[src/rtl/comparador_secuencia_if.sv]
// Symbol-stream bus between the input/debounce stage and the code checker.
// The master drives symbols; the slave reports readiness, verdicts and lockout status.
interface comparador_secuencia_if;
    logic [1:0] sym_in;
    logic       sym_valid;
    logic       clear;
    logic       ready;
    logic       ok;
    logic       fail;
    logic       locked;
    logic [1:0] step;

    modport master (
        output sym_in, sym_valid, clear,
        input  ready, ok, fail, locked, step
    );

    modport slave (
        input  sym_in, sym_valid, clear,
        output ready, ok, fail, locked, step
    );
endinterface

[src/rtl/comparador_secuencia.sv]
// Sequential 4-symbol code checker built around one shared 2-bit comparator.
// Define SECUENCIA_LOCKOUT_EN to build the fail counter, lock timer and LOCK state.

module comparador_2bits (
    input  logic [1:0] a,
    input  logic [1:0] b,
    output logic       salida
);
    assign salida = (a == b);
endmodule

// state    | meaning
// WAIT     | accepting symbols, step = index of next expected symbol
// RESULT   | one-cycle verdict pulse (ok or fail)
// LOCK     | input blocked after MAX_FAIL consecutive failures
module comparador_secuencia #(
    parameter logic [7:0] CODE        = 8'b11_10_01_00,
    parameter int         MAX_FAIL    = 3,
    parameter int         LOCK_CYCLES = 16
) (
    input logic                     clk,
    input logic                     rst,
    comparador_secuencia_if.slave   bus
);
    localparam logic [1:0] S_WAIT   = 2'd0;
    localparam logic [1:0] S_RESULT = 2'd1;
`ifdef SECUENCIA_LOCKOUT_EN
    localparam logic [1:0] S_LOCK   = 2'd2;
    localparam int         FW       = $clog2(MAX_FAIL + 1);
    localparam int         LW       = $clog2(LOCK_CYCLES + 1);
`endif

    if (MAX_FAIL < 1 || LOCK_CYCLES < 1) begin : g_param_check
        $error("comparador_secuencia: MAX_FAIL and LOCK_CYCLES must be >= 1");
    end

    logic [1:0] state_q, state_d;
    logic [1:0] step_q, step_d;
    logic       err_q, err_d;
    logic [1:0] code_sym;
    logic       salida;

`ifdef SECUENCIA_LOCKOUT_EN
    logic [FW-1:0] fail_cnt_q, fail_cnt_d;
    logic [LW-1:0] lock_cnt_q, lock_cnt_d;
`endif

    assign code_sym = CODE[{step_q, 1'b0} +: 2];

    comparador_2bits u_cmp (
        .a      (bus.sym_in),
        .b      (code_sym),
        .salida (salida)
    );

    always_comb begin
        state_d = state_q;
        step_d  = step_q;
        err_d   = err_q;
`ifdef SECUENCIA_LOCKOUT_EN
        fail_cnt_d = fail_cnt_q;
        lock_cnt_d = lock_cnt_q;
`endif
        case (state_q)
            S_WAIT: begin
                if (bus.clear) begin
                    step_d = 2'd0;
                    err_d  = 1'b0;
                end else if (bus.sym_valid) begin
                    if (!salida) begin
                        err_d = 1'b1;
                    end
                    if (step_q == 2'd3) begin
                        step_d  = 2'd0;
                        state_d = S_RESULT;
                    end else begin
                        step_d = step_q + 2'd1;
                    end
                end
            end
            S_RESULT: begin
                err_d   = 1'b0;
                state_d = S_WAIT;
`ifdef SECUENCIA_LOCKOUT_EN
                if (!err_q) begin
                    fail_cnt_d = '0;
                end else begin
                    if (fail_cnt_q != FW'(MAX_FAIL)) begin
                        fail_cnt_d = fail_cnt_q + FW'(1);
                    end
                    // This failure is the one that reaches MAX_FAIL.
                    if (fail_cnt_q >= FW'(MAX_FAIL - 1)) begin
                        state_d    = S_LOCK;
                        lock_cnt_d = LW'(LOCK_CYCLES - 1);
                    end
                end
`endif
            end
`ifdef SECUENCIA_LOCKOUT_EN
            S_LOCK: begin
                if (lock_cnt_q == '0) begin
                    state_d    = S_WAIT;
                    fail_cnt_d = '0;
                end else begin
                    lock_cnt_d = lock_cnt_q - LW'(1);
                end
            end
`endif
            default: begin
                state_d = S_WAIT;
            end
        endcase
    end

    always_ff @(posedge clk) begin
        if (rst) begin
            state_q <= S_WAIT;
            step_q  <= 2'd0;
            err_q   <= 1'b0;
`ifdef SECUENCIA_LOCKOUT_EN
            fail_cnt_q <= '0;
            lock_cnt_q <= '0;
`endif
        end else begin
            state_q <= state_d;
            step_q  <= step_d;
            err_q   <= err_d;
`ifdef SECUENCIA_LOCKOUT_EN
            fail_cnt_q <= fail_cnt_d;
            lock_cnt_q <= lock_cnt_d;
`endif
        end
    end

    // Outputs decode registered state only, so no input reaches them combinationally.
    assign bus.ready = (state_q == S_WAIT);
    assign bus.ok    = (state_q == S_RESULT) && !err_q;
    assign bus.fail  = (state_q == S_RESULT) && err_q;
    assign bus.step  = step_q;
`ifdef SECUENCIA_LOCKOUT_EN
    assign bus.locked = (state_q == S_LOCK);
`else
    assign bus.locked = 1'b0;
`endif
endmodule

[src/flat_wrapper.sv]
// flat-port wrapper written by rule: the top's interface ports become plain ports
module comparador_secuencia_flat 
#(
    parameter logic [7:0] CODE        = 8'b11_10_01_00,
    parameter int         MAX_FAIL    = 3,
    parameter int         LOCK_CYCLES = 16
)
  (clk, rst, bus_sym_in, bus_sym_valid, bus_clear, bus_ready, bus_ok, bus_fail, bus_locked, bus_step);
  comparador_secuencia_if bus_i ();
  input logic clk;
  input logic rst;
  input wire logic [$bits(bus_i.sym_in)-1:0] bus_sym_in;
  input wire logic [$bits(bus_i.sym_valid)-1:0] bus_sym_valid;
  input wire logic [$bits(bus_i.clear)-1:0] bus_clear;
  output wire logic [$bits(bus_i.ready)-1:0] bus_ready;
  output wire logic [$bits(bus_i.ok)-1:0] bus_ok;
  output wire logic [$bits(bus_i.fail)-1:0] bus_fail;
  output wire logic [$bits(bus_i.locked)-1:0] bus_locked;
  output wire logic [$bits(bus_i.step)-1:0] bus_step;
  assign bus_i.sym_in = bus_sym_in;
  assign bus_i.sym_valid = bus_sym_valid;
  assign bus_i.clear = bus_clear;
  assign bus_ready = bus_i.ready;
  assign bus_ok = bus_i.ok;
  assign bus_fail = bus_i.fail;
  assign bus_locked = bus_i.locked;
  assign bus_step = bus_i.step;
  comparador_secuencia #(.CODE(CODE), .MAX_FAIL(MAX_FAIL), .LOCK_CYCLES(LOCK_CYCLES)) u_core (.clk(clk), .rst(rst), .bus(bus_i));
endmodule
[config.mk]
export PLATFORM = sky130hd
export DESIGN_NAME = comparador_secuencia_flat
export DESIGN_NICKNAME = d
export VERILOG_FILES = /design/src/rtl/comparador_secuencia_if.sv /design/src/rtl/comparador_secuencia.sv /design/src/flat_wrapper.sv
export SDC_FILE = /design/constraint.sdc
export NUM_CORES = 1
export LEC_CHECK = 0
export CORE_AREA = 3 3 40 42
export CTS_CLUSTER_SIZE = 14
export DETAILED_ROUTE_END_ITERATION = 7
export DIE_AREA = 0 0 43 45
export DONT_BUFFER_PORTS = 1
export SETUP_SLACK_MARGIN = 0.5
export SYNTH_ARGS = -nofsm -noshare
export SYNTH_HDL_FRONTEND = slang
export SYNTH_SLANG_ARGS = --single-unit
[constraint.sdc]
create_clock -name clk -period 1.5 [get_ports clk]
set_input_delay 0.3 -clock clk [delete_from_list [all_inputs] [get_ports clk]]
set_output_delay 0.3 -clock clk [all_outputs]
set_load 0.02 [all_outputs]
==> flow_summary.json <==
{
  "status": "completed",
  "p_leak_nw": 0.1167,
  "nNetsFinal": 36,
  "nFillCells": 143,
  "required_ns": 1.20,
  "rows": 13,
  "diodes": 0,
  "intPower_w": 0.0002040,
  "regToRegSetupSlack_ns": 0.52,
  "fin_skew_ns": 0.001729,
  "swShare_pct": 21.09,
  "p_comb_share_pct": 6.4,
  "critPathKind": "reg -> out",
  "clkLatencyLatePin_ns": 0.23,
  "start_kind": "flip-flop",
  "die_area_sq_mm": 0.001935,
  "drive_above_1_share_pct": 48.15,
  "die_h_um": 45,
  "p_switching_w": 0.00005453,
  "power_density_mw_per_mm2": 879.4,
  "maxCapViolations": 0,
  "yosysSeqAreaShare_pct": 38.55,
  "ioPinCount": 12,
  "critPathMaxFanout": 3,
  "place_area_sq_um": 229.0,
  "syn-num-nets": 31,
  "regToRegEndpoint": "u_core.bus.step[0]$_SDFFE_PP0P_",
  "core_sq_mm": 0.001285,
  "grt_pass1_wl_um": 841,
  "wl_um": 452,
  "routed-via-count": 177,
  "crit_arrival_ns": 0.78,
  "clkSinkCount": 4,
  "via_per_inst": 4.214,
  "die_w_um": 43,
  "rr_worst_depth": 4,
  "drc": 0,
  "post_synth.cell_area_avg_sq_um": 8.654,
  "clk_transition_reported_paths_ns": 0.03,
  "crit_end": "bus_ok",
  "slew_violations": 0,
  "ys_types": 14,
  "tritoncts": "done",
  "power_frac_clock_pct": 49.4,
  "min_path_type": "in -> reg",
  "port_buffers": 0,
  "syn_inst": 24,
  "cts_inserted_buffers": 3,
  "ant_nets": 0,
  "seqPwrFrac_pct": 44.3,
  "fin_crit_ns": 1.078,
  "setup_viol": 0,
  "ys_warn_count": 0,
  "hold_buffers": 0,
  "htreeDepth": 1,
  "firstDrtPassIters": 2,
  "fin_cells": 42,
  "crit_path_start": "u_core.state_q[0]$_SDFFE_PP0P_",
  "syn_area_sq_um": 207.7,
  "place.gp.congestion": 0.6578,
  "finalHoldViolCount": 0,
  "fin_util_pct": 22.88,
  "grt_max_degree": 6,
  "r2r_start": "u_core.state_q[0]$_SDFFE_PP0P_",
  "stdcell_area_sq_um": 294.0,
  "grt_antenna_before_repair": 0,
  "rsz0062_at_grt": "true",
  "timing.fmax_mhz": 927.3,
  "gr-total-overflow": 0,
  "vdd_drop_max_mv": 0.3123,
  "track_usage_pct": 6.339,
  "finalSetupTns_ns": 0,
  "cp-end-kind": "primary output",
  "ys_seq_elements": 4,
  "cts_buffer_depth": 2,
  "areaGrowthSynthToFinish_pct": 41.57,
  "start_util_pct": 16.16,
  "fin_crit_sh_pct": 71.89,
  "cts_root_buf": "clkbuf_4",
  "hold_slack_ns": 0.1303,
  "grt_pass1_vias": 200,
  "numPlacedInstances": 38,
  "drt_iter0_drc": 2,
  "routedWlPerCell_um": 10.76
}
cell type report:
cell class              count  area [sq um]  area share [%]
well taps                  15         18.77           6.383
clock buffers               3         22.52           7.660
multi-input cells          18         143.9           48.94
flip-flops and latches      4         92.59           31.49
inverters                   1         8.758           2.979
repair buffers              1         7.507           2.553
critical path: stages, from the launching register on:
cell,delay (ns)
dfxtp_4,0.36
inv_6,0.05
nor2_4,0.14
cell usage in the layout, fill, tap and decap left out, types with 2 or more instances in the layout:
cell / synthesis / routed
a32oi_1: 2 / 2
nand2_1: 2 / 2
xor2_1: 2 / 2
nor2_1: 5 / 4
clkbuf_4: 0 / 3
dfxtp_4: 0 / 3
per-layer routing:
metal  vias to the layer above  track usage (%)  wire (um)
met3                         0            5.976         79
met2                        14            8.982        203
li1                         87                -          -
met4                         0            3.614          0
met1                        76            6.053        169
met5                         -                0          0
stage by stage:
stage | setup WS, ns | total power, W
2_1_floorplan | 0.5101 | 0.0001333
3_3_place_gp | 0.4657 | 0.0001337
3_5_place_dp | 0.4567 | 0.0001341
4_1_cts | 0.3889 | 0.0002646
5_1_grt | 0.3795 | 0.0002839
6_report | 0.4216 | 0.0002586
sequential cells by signal (all words and copies together), names as in the netlist:
signal / cells
u_core.err_q: 1
u_core.bus.step: 2
u_core.state_q: 1
power groups by stage:
| stage | registers [W] | clock network, W | logic, W |
|---|---|---|---|
| after floorplan | 0.000118 | 0 | 0.0000152 |
| after global placement | 0.000119 | 0 | 0.0000147 |
| after detailed placement | 0.000119 | 0 | 0.0000150 |
| after CTS | 0.000114 | 0.000134 | 0.0000157 |
| after global routing | 0.000115 | 0.000150 | 0.0000192 |
| final | 0.000114 | 0.000128 | 0.0000165 |
cell families (layout without fill, tap and decap cells):
kind of cell | Yosys count | after routing | synth area share, %
other | 1 | 1 | 1.805
adders and majority gates | 1 | 1 | 6.023
xor gates and xnor gates | 2 | 2 | 8.435
and+or+nand+nor | 10 | 10 | 24.10
AOI/OAI and AO/OA | 4 | 4 | 15.67
DFF | 4 | 4 | 38.56
buffers and inverters | 2 | 5 | 5.421
synth_stat cells (all sizes together):
library cell  n  share of area (%)
nor2          5                9.0
dfxtp         4                 39
a32oi         2                8.4
nand2         2                3.6
xor2          2                8.4
and2          1                3.6
and3          1                3.0
buf           1                3.6
conb          1                1.8
ha            1                6.0
inv           1                1.8
nor3          1                4.8
o211ai        1                3.6
o21bai        1                3.6
worst min-delay path by stage:
stage | start | end | slack [ns] | depth (start not counted)
after floorplan | rst | u_core.bus.step[0]$_SDFFE_PP0P_ | 0.36 | 1
after global placement | rst | u_core.bus.step[1]$_SDFFE_PP0P_ | 0.37 | 1
after detailed placement | rst | u_core.bus.step[1]$_SDFFE_PP0P_ | 0.37 | 1
after CTS | rst | u_core.bus.step[1]$_SDFFE_PP0P_ | 0.12 | 1
after global routing | rst | u_core.bus.step[1]$_SDFFE_PP0P_ | 0.12 | 1
final | rst | u_core.bus.step[0]$_SDFFE_PP0P_ | 0.13 | 1
what timing repair did:
action | 4_1_cts | 5_1_grt
resized for setup | 10 | 1
pin swaps | 2 | 1
endpoints found under the setup margin | 5 | 6
buffers inserted | 1 | 0
endpoints found under the hold margin | 0 | 0
Note: power is estimated with default switching activity, not from simulation.
